--- src/rtl/sap1_pkg.sv ---
// Shared SAP-1 definitions: control-word bit positions, idle word,
// opcodes and one-hot T-state encodings used by the controller and datapath.
package sap1_pkg;

    // Control word bit positions, MSB first
    localparam int CON_CP  = 11;
    localparam int CON_EP  = 10;
    localparam int CON_NLM = 9;
    localparam int CON_NCE = 8;
    localparam int CON_NLI = 7;
    localparam int CON_NEI = 6;
    localparam int CON_NLA = 5;
    localparam int CON_EA  = 4;
    localparam int CON_SU  = 3;
    localparam int CON_EU  = 2;
    localparam int CON_NLB = 1;
    localparam int CON_NLO = 0;

    // Every active-low line high, every active-high line low
    localparam logic [11:0] CON_IDLE = 12'h3E3;

    // Instruction opcodes (IR[7:4])
    localparam logic [3:0] OP_LDA = 4'h0;
    localparam logic [3:0] OP_ADD = 4'h1;
    localparam logic [3:0] OP_SUB = 4'h2;
    localparam logic [3:0] OP_OUT = 4'hE;
    localparam logic [3:0] OP_HLT = 4'hF;

    // One-hot T-state ring encodings
    localparam logic [5:0] T1 = 6'b000001;
    localparam logic [5:0] T2 = 6'b000010;
    localparam logic [5:0] T3 = 6'b000100;
    localparam logic [5:0] T4 = 6'b001000;
    localparam logic [5:0] T5 = 6'b010000;
    localparam logic [5:0] T6 = 6'b100000;

    // True when exactly one bit of the ring is set
    function automatic logic is_onehot6(input logic [5:0] v);
        return (v != 6'd0) && ((v & (v - 6'd1)) == 6'd0);
    endfunction

endpackage

--- src/rtl/sap1_ring_counter.sv ---
// Six-state one-hot T-cycle ring with synchronous active-low reset,
// hold (freeze) and jump-to-T1 controls. Illegal codes self-recover to T1.
module sap1_ring_counter
    import sap1_pkg::*;
(
    input  logic       CLK,
    input  logic       nCLR,
    input  logic       hold,
    input  logic       jump,
    output logic [5:0] tstate
);

    // Advance, hold or restart the ring; reset and bad encodings go to T1
    always_ff @(posedge CLK) begin
        if (!nCLR) begin
            tstate <= T1;
        end else if (!is_onehot6(tstate)) begin
            tstate <= T1;
        end else if (hold) begin
            tstate <= tstate;
        end else if (jump) begin
            tstate <= T1;
        end else begin
            tstate <= {tstate[4:0], tstate[5]};
        end
    end

endmodule

--- src/rtl/sap1_controller_sequencer.sv ---
// SAP-1 controller/sequencer: drives the T-state ring, decodes the opcode
// into the 12-bit control word and latches HALT on an HLT instruction.
// TSTATE doubles as the state debug output of the sequencer.
module sap1_controller_sequencer
    import sap1_pkg::*;
#(
    parameter bit SKIP_IDLE = 1'b0
) (
    input  logic        CLK,
    input  logic        nCLR,
    input  logic [3:0]  OPCODE,
    output logic [11:0] CON,
    output logic [5:0]  TSTATE,
    output logic        HALT
);

    logic jump;
    logic is_lda;
    logic is_add;
    logic is_sub;
    logic is_out;
    logic is_hlt;
    logic is_nop;

    // Opcode classification; only consulted in T4-T6 where OPCODE is stable
    always_comb begin
        is_lda = (OPCODE == OP_LDA);
        is_add = (OPCODE == OP_ADD);
        is_sub = (OPCODE == OP_SUB);
        is_out = (OPCODE == OP_OUT);
        is_hlt = (OPCODE == OP_HLT);
        is_nop = !(is_lda || is_add || is_sub || is_out || is_hlt);
    end

    // Early return to T1 skips idle T-states when enabled
    always_comb begin
        jump = 1'b0;
        if (SKIP_IDLE) begin
            if ((TSTATE == T4) && (is_out || is_nop)) jump = 1'b1;
            if ((TSTATE == T5) && is_lda)             jump = 1'b1;
        end
    end

    sap1_ring_counter u_ring (
        .CLK    (CLK),
        .nCLR   (nCLR),
        .hold   (HALT),
        .jump   (jump),
        .tstate (TSTATE)
    );

    // HALT latches at the T4 edge of an HLT and clears only through reset
    always_ff @(posedge CLK) begin
        if (!nCLR) begin
            HALT <= 1'b0;
        end else if ((TSTATE == T4) && is_hlt) begin
            HALT <= 1'b1;
        end
    end

    // Control word decode: zero latency from TSTATE/OPCODE/HALT
    always_comb begin
        CON = CON_IDLE;
        if (nCLR && !HALT) begin
            case (TSTATE)
                T1: begin
                    CON[CON_EP]  = 1'b1;
                    CON[CON_NLM] = 1'b0;
                end
                T2: begin
                    CON[CON_CP]  = 1'b1;
                end
                T3: begin
                    CON[CON_NCE] = 1'b0;
                    CON[CON_NLI] = 1'b0;
                end
                T4: begin
                    if (is_lda || is_add || is_sub) begin
                        CON[CON_NLM] = 1'b0;
                        CON[CON_NEI] = 1'b0;
                    end else if (is_out) begin
                        CON[CON_EA]  = 1'b1;
                        CON[CON_NLO] = 1'b0;
                    end
                end
                T5: begin
                    if (is_lda) begin
                        CON[CON_NCE] = 1'b0;
                        CON[CON_NLA] = 1'b0;
                    end else if (is_add || is_sub) begin
                        CON[CON_NCE] = 1'b0;
                        CON[CON_NLB] = 1'b0;
                    end
                end
                T6: begin
                    if (is_add || is_sub) begin
                        CON[CON_EU]  = 1'b1;
                        CON[CON_NLA] = 1'b0;
                        CON[CON_SU]  = is_sub;
                    end
                end
                default: CON = CON_IDLE;
            endcase
        end
    end

endmodule
--- config.mk ---
export PLATFORM = sky130hd
export DESIGN_NAME = sap1_controller_sequencer
export DESIGN_NICKNAME = d
export VERILOG_FILES = /design/src/rtl/sap1_pkg.sv /design/src/rtl/sap1_ring_counter.sv /design/src/rtl/sap1_controller_sequencer.sv
export SDC_FILE = /design/constraint.sdc
export NUM_CORES = 1
export LEC_CHECK = 0
export CAP_MARGIN = 40
export CORE_UTILIZATION = 44
export CTS_CLUSTER_SIZE = 12
export DETAILED_ROUTE_END_ITERATION = 8
export PLACE_DENSITY = 0.83
export RECOVER_POWER = 25
export SLEW_MARGIN = 20
export SYNTH_ARGS = -nofsm -noshare
export SYNTH_HDL_FRONTEND = slang
export SYNTH_SLANG_ARGS = --single-unit
export TNS_END_PERCENT = 5
--- constraint.sdc ---
create_clock -name CLK -period 2.56 [get_ports CLK]
set_input_delay 0.512 -clock CLK [delete_from_list [all_inputs] [get_ports CLK]]
set_output_delay 0.512 -clock CLK [all_outputs]
set_load 0.03 [all_outputs]
# Yosys cells after proc, flatten, opt, wreduce, memory -nomap -nowiden
# Index checks and enable logic that the tools add are counted.
dict set report word_totals {
  in_bits 6
  wordCells 47
  out_inout_bits 19
  regBits 7
}
dict set report classes {
  n_mux 22
  reduce_logical 11
  bitwise 1
  n_eq_ne 10
  addsub 1
}
# operator count
set op_table {}
lappend op_table {{$mux W1} 16}
lappend op_table {{$mux W12} 1}
lappend op_table {{$eq A4 B4 Y1 const B} 2}
lappend op_table {{$and A6 B6 Y6} 1}
lappend op_table {{$eq A6 B1 Y1 const B} 1}
lappend op_table {{$eq A6 B2 Y1 const B} 1}
lappend op_table {{$eq A6 B3 Y1 const B} 1}
lappend op_table {{$eq A6 B4 Y1 const B} 1}
lappend op_table {{$eq A6 B5 Y1 const B} 1}
lappend op_table {{$eq A6 B6 Y1 const B} 1}
lappend op_table {{$logic_not A6 Y1} 1}
lappend op_table {{$pmux W1 S2} 3}
lappend op_table {{$reduce_bool A6 Y1} 1}
lappend op_table {{$sub A6 B1 Y6 const B} 1}
lappend op_table {{$eq A4 B1 Y1 const B} 1}
lappend op_table {{$eq A4 B2 Y1 const B} 1}
lappend op_table {{$logic_not A4 Y1} 1}
lappend op_table {{$mux W2} 2}
lappend op_table {{$logic_and A1 B1 Y1} 3}
lappend op_table {{$logic_or A1 B1 Y1} 3}
lappend op_table {{$reduce_and A2 Y1} 1}
lappend op_table {{$logic_not A1 Y1} 1}

# Logic depth before layout (Yosys ltp)
dict set report depth {
  ltp_word 6
  depth_mapped 4
  depth_no_buf 3
}

# Hierarchy
# Synthesis repeated with hierarchy kept, for this count alone.
dict set report hier_totals {
  cells_unflattened 71
  hier_area_um2 581.8
}
# module cells_per_inst instances area_per_inst_um2
set modules_own_cells {}
lappend modules_own_cells {sap1_ring_counter 36 1 334.1}
lappend modules_own_cells {sap1_controller_sequencer 35 1 247.7}

# Worst setup path after synthesis
# OpenSTA, ideal clock, no wires.
dict set report synth_timing {
  kind {register -> output}
  from {reg u_ring.tstate[3]}
  to {out CON[9]}
  path_slack_ps -73
  path_buffers 1
  stages_incl_launch_ff 5
  t_arrival_ps 2121
  required_time_ps 2048
  path_cell_list {dfxtp_1 buf_2 or4_1 nor4b_2 nor2b_1}
}
dict set report synth_between {
  elab_chain_len 3
  elab_cells_between_ends 4
  cone_classes {eq/ne (2); mux (2)}
}
# element line
set synth_lines {}
lappend synth_lines {{start: declaration} sap1_ring_counter.sv:10} ;# output logic [5:0] tstate
lappend synth_lines {{start signal: assignment} sap1_ring_counter.sv:20} ;# tstate <= tstate;
lappend synth_lines {{start signal: assignment} sap1_ring_counter.sv:24} ;# tstate <= {tstate[4:0], tstate[5]};
lappend synth_lines {{$eq A6 B4 Y1 or $eq A6 B1 Y1 (tied branches)} sap1_controller_sequencer.sv:65} ;# case (TSTATE)
lappend synth_lines {{$pmux W1 S2 *} sap1_controller_sequencer.sv:65}
lappend synth_lines {{$mux W12 *} sap1_controller_sequencer.sv:64} ;# if (nCLR && !HALT) begin
lappend synth_lines {{end: declaration} sap1_controller_sequencer.sv:12} ;# output logic [11:0] CON,
# Every way passes the cells marked *; elsewhere a longest branch is shown, timed or not.

# Worst setup path in the final report
dict set report layout_timing {
  from {in OPCODE[3]}
  to {out CON[1]}
}
dict set report layout_between {
  elab_chain_len 6
  elab_cells_between_ends 8
  cone_classes {eq/ne (2); mux (4); reduce/logical (2)}
}
# element line
set layout_lines {}
lappend layout_lines {{start: declaration} sap1_controller_sequencer.sv:11} ;# input logic [3:0] OPCODE,
lappend layout_lines {{$eq A4 B1 Y1 or $eq A4 B2 Y1 (tied branches)} {sap1_controller_sequencer.sv:28, sap1_controller_sequencer.sv:29}}
lappend layout_lines {{$logic_or A1 B1 Y1} sap1_controller_sequencer.sv:90} ;# end else if (is_add || is_sub) begin
lappend layout_lines {{$mux W1} sap1_controller_sequencer.sv:90}
lappend layout_lines {{$mux W1 *} sap1_controller_sequencer.sv:87} ;# if (is_lda) begin
lappend layout_lines {{$mux W1 *} sap1_controller_sequencer.sv:65}
lappend layout_lines {{$mux W12 *} sap1_controller_sequencer.sv:64}
# Marked as above.

==> impl_metrics.yaml <==
outcome:
  status: "finished, final reports clean"
pwr:
  p_leak_nw: 0.361
  powerDensity_nw_per_um2: 710
  ir_drop_mv: 0.561
timing:
  clock_skew_ns: 0.00640
  max_freq_mhz: 404
  layout_setup_ws_ns: 0.0819
  fin_crit_sh_pct: 96.8
  worst_pin_slew_ns: 0.465
  setup_viol: 0
  hold_violations: 0
  relSlewSlack_pct: 68.1
  period_needed_ns: 2.48
  finalMaxSlewViolations: 0
  grt_setup_unrepaired: "no"
critical_path:
  path_cells: "clkdlybuf4s50_1 -> nor2_2 -> nand3_2 -> or4b_1 -> buf_4"
  critPathKind: "in2out"
  end_kind: "output port"
  cp_slowest_cell: "or4b_1"
  cp.arrival_ns: 1.97
  slowest_delay_ns: 0.52
  cp_max_fo: 3
  cp.required_ns: 2.05
  critPathLaunchType: "primary input"
synthesis:
  synth-seq-cells: 7
  synth_common_cells: "7 x dfxtp_1, 7 x mux2i_1, 6 x nor4b_1"
  synth_top_area_cell: "dfxtp_1"
  seq_area_frac_synth_pct: 23.2
  synth.area.top_cells: "dfxtp_1 23%, mux2i_1 12%, nor4b_1 8.7%"
  synth_area_per_cell_um2: 9.00
  ys_warn_count: 0
  synth_top_area_share_pct: 23.2
  synth_area_um2: 603
  synth_cell_types: 34
  synth_nets: 73
  async_reset_ff_share_pct: 0
  synth_edf_count: 0
  syn-instance-count: 67
  synth_top_flop_cell: "dfxtp_1"
route:
  routedWlPerCell_um: 14.8
  firstDrtPassIters: 4
  postRouteAntennaNets: 0
  wl_met2_um: 833
  vias_per_cell: 5.67
  wl_mm: 1.76
  dr.max_layer_used: "met3"
  drtIter0Drc: 25
  wl_met3_um: 148
  wirelength_met1_um: 775
  num_vias: 675
  drc: 0
global_route:
  overflow: 0
  grt_usage_pct: 27.2
  antenna_found_initial: 0
  grt_pass1_vias: 597
  grt_max_degree: 11
  grt_pass1_wl_mm: 2.70
cells_and_area:
  nets: 112
  syn_to_final_growth_pct: 57.7
  diodes: 0
  layout.cells.non_filler: 119
  final_layout_size_suffix_gt1_share_pct: 29.5
placement:
  placed_cells: 115
  gp_congestion: 0.865
  port_buffers: 24
  place_hpwl_mm: 1.35
  dpl_worst_slack_ns: -0.435
clock_network:
  htreeDepth: 1
  numClockSinks: 7
  numCtsBuffers: 3
  cts_tree: "done"
  clk_latency_ns: 0.26
  cts_max_path_buffers: 2
  cts-root-buf: "clkbuf_4"
  clk_pin_slew_ns: 0.05
  post_cts_buffers: 0
die:
  fp-row-count: 12
  die_width_um: 39.0
  core-area_um2: 1190
  die_area_um2: 1520
  start_util_pct: 50.8
  die_h_um: 39.0
  io_pins: 25
job:
  cap_viol_max_count: 0
worst_hold_path:
  hp-class: "reg2reg"
where the power goes:
part,internal (W),switching [W],total (W)
Clock,0.0000597,0.0000447,0.000104
Sequential,0.000130,0.0000359,0.000166
Combinational,0.000179,0.000225,0.000404
Total,0.000369,0.000305,0.000675
what timing repair did:
action | in CTS | in global routing
cloned | 0 | 0
resized for setup | 13 | 8
hold endpoints to repair | 0 | 0
pin swaps | 0 | 0
setup endpoints to repair | 7 | 5
hold buffers | 0 | 0
path summary, 6_finish.rpt:
| kind | from | to | slack (ns) | cells after the start |
|---|---|---|---|---|
| setup / recovery | OPCODE[3] | CON[1] | 0.08 | 5 |
| hold / removal | HALT$_SDFFE_PN0P_ | HALT$_SDFFE_PN0P_ | 0.63 | 2 |
| setup reg to reg | u_ring.tstate[1]$_SDFFE_PN0N_ | u_ring.tstate[0]$_SDFFE_PN1N_ | 0.77 | 4 |
| hold reg to reg | HALT$_SDFFE_PN0P_ | HALT$_SDFFE_PN0P_ | 0.63 | 2 |
routing by layer:
metal	vias to the layer above	track usage, %
li1	332	-
met1	311	32.9
met2	32	43.8
met3	0	7.51
met4	0	12.9
met5	-	0
cells by family (layout without fill, tap and decap cells):
group                     count (synthesis)  after routing  share of synthesized area, %
buffers and inverters                     8             46                          7.88
and+or+nand+nor                          37             37                          46.5
xor gates and xnor gates                  2              2                          2.91
muxes                                     7              7                          11.6
AOI/OAI and AO/OA                         6              6                          7.88
DFF                                       7              7                          23.2
worst max-delay path: cells and delay by family:
| family | cells | cell delay (ns) |
|---|---|---|
| AND/OR/NAND/NOR | 3 | 0.82 |
| buffers and inverters | 2 | 0.63 |
layout by cell type (no fill, tap or decap), types with 2 or more instances in the layout:
master / n
a211oi_1: 2
clkdlybuf4s50_1: 11
clkbuf_4: 3
nor3_1: 3
buf_4: 22
nor4b_1: 6
nand4b_1: 2
dfxtp_1: 7
dlygate4sd2_1: 4
nand2b_1: 4
or3_1: 2
clkbuf_1: 2
nor2b_1: 2
nor2_1: 4
nor4b_4: 2
nor4_1: 2
mux2i_1: 7
final cells by class:
cell class	instances	area, µm²
multi-input cells	52	420
fillers	79	235
clock buffers	4	26.3
well taps	14	17.5
flip-flops and latches	7	140
inverters	1	3.75
repair buffers	41	343
registers in the layout, indices dropped and copies added (netlist names):
signal	flops
HALT	1
u_ring.tstate	6
stage by stage:
stage | hold WS [ns] | TNS (ns) | area (µm²) | total power [W] | utilization, %
after global placement | 0.619 | -1.62 | 941 | 0.000576 | 79.3
after global routing | 0.670 | 0 | 951 | 0.000724 | 80.2
after floorplan | 0.640 | -0.0361 | 612 | 0.000435 | -
final | 0.626 | 0 | 951 | 0.000675 | 80.2
after CTS | 0.624 | -0.263 | 966 | 0.000691 | 81.4
after detailed placement | 0.612 | -1.75 | 941 | 0.000587 | 79.3
(Power assumes the default switching activity.)
